`config.mk`:
```
export PLATFORM = sky130hd
export DESIGN_NAME = alu_operand_stage
export DESIGN_NICKNAME = d
export VERILOG_FILES = /design/src/rtl/alu_operand_stage.sv
export SDC_FILE = /design/constraint.sdc
export NUM_CORES = 1
export LEC_CHECK = 0
export CELL_PAD_IN_SITES_DETAIL_PLACEMENT = 1
export CELL_PAD_IN_SITES_GLOBAL_PLACEMENT = 2
export CORE_MARGIN = 2
export CORE_UTILIZATION = 27
export DETAILED_ROUTE_END_ITERATION = 12
export PLACE_DENSITY_LB_ADDON = 0.1
export SLEW_MARGIN = 15
export SYNTH_ARGS = -nofsm -noshare
export SYNTH_HDL_FRONTEND = slang
export SYNTH_SLANG_ARGS = --single-unit
export TNS_END_PERCENT = 5
```
`constraint.sdc`:
```
create_clock -name clk -period 6.7 [get_ports clk]
set_input_delay 1.005 -clock clk [delete_from_list [all_inputs] [get_ports clk]]
set_output_delay 1.005 -clock clk [all_outputs]
set_load 0.01 [all_outputs]
```
`src/rtl/alu_operand_stage.sv`:
```
// Operand-select stage between decode and ALU: resolves MEM/WB forwarding,
// stalls on load-use, and buffers results in a two-entry head/skid register.
module alu_operand_stage #(
   parameter int FWD_EN = 1
) (
   input  logic        clk,
   input  logic        rst,
   input  logic        flush,
   input  logic        in_valid,
   output logic        in_ready,
   input  logic [4:0]  in_rs1_addr,
   input  logic [4:0]  in_rs2_addr,
   input  logic [4:0]  in_rd_addr,
   input  logic [31:0] in_rs1_data,
   input  logic [31:0] in_rs2_data,
   input  logic [31:0] in_imm,
   input  logic [31:0] in_pc,
   input  logic [2:0]  in_alu_op,
   input  logic        in_op1_sel,
   input  logic [1:0]  in_op2_sel,
   input  logic        fwd_mem_valid,
   input  logic        fwd_mem_pend,
   input  logic [4:0]  fwd_mem_rd,
   input  logic [31:0] fwd_mem_data,
   input  logic        fwd_wb_valid,
   input  logic [4:0]  fwd_wb_rd,
   input  logic [31:0] fwd_wb_data,
   output logic        out_valid,
   input  logic        out_ready,
   output logic [31:0] out_a,
   output logic [31:0] out_b,
   output logic [2:0]  out_alu_op,
   output logic [4:0]  out_rd_addr,
   output logic [31:0] out_pc
);

   typedef struct packed {
      logic [31:0] a;
      logic [31:0] b;
      logic [2:0]  op;
      logic [4:0]  rd;
      logic [31:0] pc;
   } entry_t;

   localparam logic FWD_ON = (FWD_EN != 0);

   entry_t      head_r;
   entry_t      skid_r;
   entry_t      new_entry_s;
   logic        head_valid_r;
   logic        skid_valid_r;
   logic        ready_en_r;
   logic [31:0] rs1_s;
   logic [31:0] rs2_s;
   logic        rs1_haz_s;
   logic        rs2_haz_s;
   logic        load_hazard_s;
   logic        capture_s;
   logic        fire_s;

   function automatic logic [31:0] resolve(
      input logic [4:0]  addr,
      input logic [31:0] rf_data,
      input logic        mem_valid,
      input logic [4:0]  mem_rd,
      input logic [31:0] mem_data,
      input logic        wb_valid,
      input logic [4:0]  wb_rd,
      input logic [31:0] wb_data
   );
      logic [31:0] r;
      if (addr == 5'd0) begin
         r = 32'd0;
      end else if (FWD_ON && mem_valid && (mem_rd == addr)) begin
         r = mem_data;
      end else if (FWD_ON && wb_valid && (wb_rd == addr)) begin
         r = wb_data;
      end else begin
         r = rf_data;
      end
      return r;
   endfunction

   // Forwarding resolution, load-use detection and operand selection
   always_comb begin
      rs1_s = resolve(in_rs1_addr, in_rs1_data, fwd_mem_valid, fwd_mem_rd, fwd_mem_data,
                      fwd_wb_valid, fwd_wb_rd, fwd_wb_data);
      rs2_s = resolve(in_rs2_addr, in_rs2_data, fwd_mem_valid, fwd_mem_rd, fwd_mem_data,
                      fwd_wb_valid, fwd_wb_rd, fwd_wb_data);
      rs1_haz_s = (in_op1_sel == 1'b0) && (in_rs1_addr != 5'd0) && fwd_mem_valid
                  && fwd_mem_pend && (fwd_mem_rd == in_rs1_addr);
      // op2_sel 3 is reserved and behaves as rs2, so it must also stall
      rs2_haz_s = ((in_op2_sel == 2'd0) || (in_op2_sel == 2'd3)) && (in_rs2_addr != 5'd0)
                  && fwd_mem_valid && fwd_mem_pend && (fwd_mem_rd == in_rs2_addr);
      load_hazard_s = FWD_ON && in_valid && (rs1_haz_s || rs2_haz_s);

      new_entry_s.a  = in_op1_sel ? in_pc : rs1_s;
      new_entry_s.op = in_alu_op;
      new_entry_s.rd = in_rd_addr;
      new_entry_s.pc = in_pc;
      case (in_op2_sel)
         2'd0:    new_entry_s.b = rs2_s;
         2'd1:    new_entry_s.b = in_imm;
         2'd2:    new_entry_s.b = 32'd4;
         default: new_entry_s.b = rs2_s;
      endcase
   end

   assign in_ready  = ready_en_r && !skid_valid_r && !load_hazard_s && !flush;
   assign capture_s = in_valid && in_ready;
   assign fire_s    = head_valid_r && out_ready;

   // Head/skid storage; flush outranks both capture and fire
   always_ff @(posedge clk or posedge rst) begin
      if (rst) begin
         head_r       <= '0;
         skid_r       <= '0;
         head_valid_r <= 1'b0;
         skid_valid_r <= 1'b0;
         ready_en_r   <= 1'b0;
      end else begin
         ready_en_r <= 1'b1;
         if (flush) begin
            head_valid_r <= 1'b0;
            skid_valid_r <= 1'b0;
         end else if (skid_valid_r) begin
            if (fire_s) begin
               head_r       <= skid_r;
               skid_valid_r <= 1'b0;
            end
         end else if (capture_s) begin
            if (!head_valid_r || out_ready) begin
               head_r       <= new_entry_s;
               head_valid_r <= 1'b1;
            end else begin
               skid_r       <= new_entry_s;
               skid_valid_r <= 1'b1;
            end
         end else if (fire_s) begin
            head_valid_r <= 1'b0;
         end
      end
   end

   assign out_valid   = head_valid_r;
   assign out_a       = head_r.a;
   assign out_b       = head_r.b;
   assign out_alu_op  = head_r.op;
   assign out_rd_addr = head_r.rd;
   assign out_pc      = head_r.pc;

endmodule

```
# After elaboration in Yosys (flattened, before gate mapping)
# Cells that the tools add are included.
# op_classes
add_sub_neg	0
n_mul	0
div	0
n_lt_le_gt_ge	0
n_eq_ne	10
shift	0
muxes	22
bitwise	4
reduce_logical	36
# ops
op	n
$mux 104	4
$mux 32	7
$pmux 32 s2	1
$eq 5x5->1	4
$logic_and 1x1->1	18
$logic_not 5->1	2
$mux 1	10
$reduce_bool 5->1	2
$reduce_and 4->1	2
$eq 2x2->1 const B	2
$logic_not 1->1	4
$not 1->1	4
$reduce_bool 2->1	2
$logic_or 1x1->1	3
$ne 3x2->1 const B	1
$reduce_and 3->1	1
$reduce_bool 3->1	1
$eq 2x1->1 const B	1
$logic_not 2->1	1
$ne 2x1->1 const B	1
$ne 2x2->1 const B	1
# word_totals
reg_bits	211
latchBits	0
mem_bits_rw	0
mem_bits_ro	0
inputBits	231
output_inout_bits	106
elab_cells	85
mem_count	0

# Longest topological paths before layout
# logic_depth
depth_word	15
mapped_depth	9
depth_no_buf	7

# Worst setup path after synthesis
# Ideal clock, no wire load.
# synth_path
path_kind	input port to output port
start	input port in_rs1_addr[1]
end	output port in_ready
t_arrival_ps	2217
required_time_ps	5695
path_slack_ps	3478
cell_stages	5
n_path_buf	0
cell_sequence	or4_1 o21bai_2 nor3_1 o21ai_2 o21a_1
# synth_between
elab_chain_len	10
word_cells_on_any_way	11
cone_classes	eq/ne: 1; reduce/logical: 10
# synth_lines
element	line_no	source
start: declaration	11	input logic [4:0] in_rs1_addr,
$reduce_bool 5->1	90	rs1_haz_s = (in_op1_sel == 1'b0) && (in_rs1_addr != 5'd0) && fwd_mem_valid
$logic_and 1x1->1 (2 in series)	90	
$logic_and 1x1->1	91	&& fwd_mem_pend && (fwd_mem_rd == in_rs1_addr);
$logic_and 1x1->1 *	91	
$logic_or 1x1->1 *	95	load_hazard_s = FWD_ON && in_valid && (rs1_haz_s || rs2_haz_s);
$logic_and 1x1->1 *	95	
$logic_not 1->1 *	109	assign in_ready = ready_en_r && !skid_valid_r && !load_hazard_s && !flush;
$logic_and 1x1->1 * (2 in series)	109	
end: declaration	10	output logic in_ready,
# Mark *: on every way between the ends. The rest lies on a longest branch, timed or not.

# Worst setup path after layout
# layout_path
start	input port in_rs2_addr[2]
end	output port in_ready
# layout_between
elab_chain_len	10
word_cells_on_any_way	11
cone_classes	eq/ne: 1; reduce/logical: 10
# layout_lines
element	line_no	source
start: declaration	12	input logic [4:0] in_rs2_addr,
$reduce_bool 5->1	93	rs2_haz_s = ((in_op2_sel == 2'd0) || (in_op2_sel == 2'd3)) && (in_rs2_addr != 5'd0)
$logic_and 1x1->1	93	
$logic_and 1x1->1 (2 in series)	94	&& fwd_mem_valid && fwd_mem_pend && (fwd_mem_rd == in_rs2_addr);
$logic_and 1x1->1 *	94	
$logic_or 1x1->1 *	95	
$logic_and 1x1->1 *	95	
$logic_not 1->1 *	109	
$logic_and 1x1->1 * (2 in series)	109	
# Marks and branches as above.

==> metrics.md <==
| Metric | Value |
|---|---|
| Outcome | complete, no violations |
| Total Power | 4450 uW |
| Die Wd | 217 um |
| CP Cell Sequence | clkdlybuf4s50_1, or4_1, o21ai_2, buf_4, nor3_1, o21ai_2, o21a_1, clkdlybuf4s50_1 |
| Main flop type after synthesis | dfrtp_1 |
| Post-layout util | 38.2% |
| Post-CTS Setup Bufs | 0 |
| Leakage power total | slightly below 0.008 uW |
| Synthesized flop and latch total | 211 |
| Fraction of layout cells with a size suffix above 1 | approximately 16% |
| Non-Filler Instances | around 2.1k |
| Critical Path End Type | primary output |
| Reg clk slew, reported paths | roughly 50 ps |
| Cell taking the most area after synthesis | dfrtp_1 |
| CTS tree | yes |
| Global route overflow | 0 |
| Initial antenna violation count | 13 |
| R2R setup slack | 3680 ps |
| DR vias/cell | around 5 |
| GRT Total Usage | 21.0% |
| Synthesized instance count | 1239 |
| DRC viols | 0 |
| Setup-violating endpoint count in the final report | 0 |
| Initial DRT Pass Iterations | 5 |
| F_max | approximately 210 MHz |
| Largest net degree at the start of global routing | 96 |
| Tcrit/Tclk final | 70.7% |
| Worst Path Required | 5690 ps |
| Antenna-violating nets left | 0 |
| Filler cell count in the final layout | between 4k and 5k |
| CP max FO | 33 |
| Seq/Total Area, Yosys | 43.3% |
| Syn nets | 1472 |
| Synth async-reset ratio | 100% |
| Clk root buf | clkbuf_16 |
| Worst slew margin | 34.3% |
| Vias in the first global route | approximately 12k |
| Synth cell types | 39 |
| Max Slew Vio Count | 0 |
| Most common cell after layout, fill and taps aside | clkdlybuf4s50_1 |
| Area after DPL | 16100 sq um |
| Crit-path slowest cell | or4_1 |
| RR Startpoint | skid_valid_r$_DFF_PP0_ |
| Number of flops mapped to enable cells by yosys | 0 |
| Final instance area | 16900 sq um |
| Initial Util | a little over a quarter |
| Synth top area share | about 43% |
| Core Area | 44400 sq um |
| Routed vias | ~11k |
| DIE HEIGHT | 217 um |
| Seq. cell area | 5280 sq um |
| Area of the multi-input gates | 6100 sq um |
| Final WL | between 40 and 50 mm |
| Crit. Startpoint | in_rs2_addr[2] |
| Final TNS setup | 0 ps |
| Power Density | 263 nW/um^2 |
| Most frequent cells in the layout | clkdlybuf4s50_1, dfrtp_1, nand2_1 |
| DR WL/cell | 23.4 um |
| Area Growth Syn to Fin | 38.9% |
| Hold Buf Count CTS | 0 |
| Fin crit period | 4730 ps |
| Final #Nets | 1751 |
| CTS Sinks | between 200 and 250 |
| Number of placement rows | 77 |
| Hold Vio Cnt, Final | 0 |
| Max incr delay on CP | 560 ps |
| Type of origin of the critical path | input port |
| PostCTS Resize Cnt | 0 |
| First-pass GRT wire length | approximately 75 mm |
| I/O pin total | about 340 |
| Ys Warns | 0 |
| Min-Delay Path Class | reg -> reg |
| Setup CP Type | in -> out |
| Die area | 46900 sq um |
| RSZ-0062 raised after global routing | false |
| CTS max path bufs | 3 |
| Largest cells by area after synthesis | dfrtp_1, mux2_2, mux2i_1, a311oi_1, nand2_1 |
| Avg Cell Area, Syn | 9.84 sq um |
| Port Buffer Count | 336 |
| Num CTS Buffers | 27 |
| Critical Path AT | 3730 ps |
| H-tree Lvls | 1 |
| Final clock skew | 20.1 ps |
| MaxCap Viol Count | 0 |
| Detailed router's first-iteration violation count | about 500 |
| Least-Margin Pin Slew | 986 ps |
| Mapped Area | 12200 sq um |
| # placed instances | around 2.1k |
| HPWL Detailed | roughly 37 mm |
| Clock Latency Late Sink | 560 ps |
| Peak VDD IR | 189 uV |
| RD Place Congestion | 0.852 |
| Hold wc startpoint | skid_r[16]$_DFFE_PP0P_ |
-- area by class of cell --
class	instances	area share (%)
antenna	8	0.118
clock inverter	9	0.664
clock buffer	36	4.36
inverter	97	2.19
tap	592	4.37
timing repair buffer	361	21.1
sequential	211	31.2
multi-input combinational	820	36.0
-- logic make-up (layout without fill, tap and decap cells) --
family,count (synthesis),in the layout,share of synthesized area [%]
XOR/XNOR,20,20,1.44
AND/OR/NAND/NOR,316,316,12.8
AO/OA/AOI/OAI,233,233,12.5
flip-flops,211,211,43.3
adder cells (fa/ha/maj),2,2,0.205
multiplexers,248,248,22.9
other,1,9,0.0307
buffers and inverters,208,503,6.98
-- worst max-delay path: cells and delay by family --
family / cells / cell delay [ps]
AOI/OAI and AO/OA: 3 / 630
buffers and inverters: 3 / 1360
and+or+nand+nor: 2 / 720
-- stage by stage --
step | setup WS [ps] | hold WS, ps
final | 1970 | 499
after global routing | 1820 | 516
after CTS | 1950 | 503
after detailed placement | 1920 | 489
after global placement | 1940 | 483
after floorplan | 2950 | 474
-- path summary, 6_finish.rpt --
check | to | cells past startpoint
max | in_ready | 8
min | skid_r[16]$_DFFE_PP0P_ | 1
max reg2reg | skid_r[74]$_DFFE_PP0P_ | 5
min reg2reg | skid_r[16]$_DFFE_PP0P_ | 1
max in group asynchronous | skid_valid_r$_DFF_PP0_ | 3
min in group asynchronous | out_rd_addr[2]$_DFFE_PP0P_ | 2
-- flip-flops by register name, indices dropped and copies added, names as in the netlist --
| name | cells |
|---|---|
| out_pc | 32 |
| ready_en_r | 1 |
| out_valid | 1 |
| out_b | 32 |
| skid_valid_r | 1 |
| out_a | 32 |
| out_alu_op | 3 |
| out_rd_addr | 5 |
| skid_r | 104 |
-- synth_stat cells (6+ instances only) --
cell and instances:
dfrtp_1 211, nand2_1 130, mux2_2 128, inv_1 97, mux2i_1 91, clkbuf_1 85, nand4_1 67, nor3_1 67
o21ai_0 65, a311oi_1 61, o22ai_1 60, a21oi_1 32, nand2b_1 31, mux2_4 29, xnor2_1 16, buf_2 14
nor2_1 9, buf_4 6
-- metal layers --
layer | track usage (%) | vias to the layer above | wire length [um]
li1 | - | 5019 | -
met1 | 28.2 | 5438 | 22600
met2 | 34.1 | 274 | 23000
met3 | 4.94 | 65 | 2950
met4 | 5.05 | 12 | 1190
met5 | 0 | - | 75
-- power by group --
group | leakage (uW) | total (uW) | switching, uW | internal [uW]
combinational | 0.00479 | 1280 | 580 | 705
sequential | 0.00257 | 1730 | 162 | 1570
clock | 0.000419 | 1440 | 588 | 847
Power figures use the tool's default switching activity.
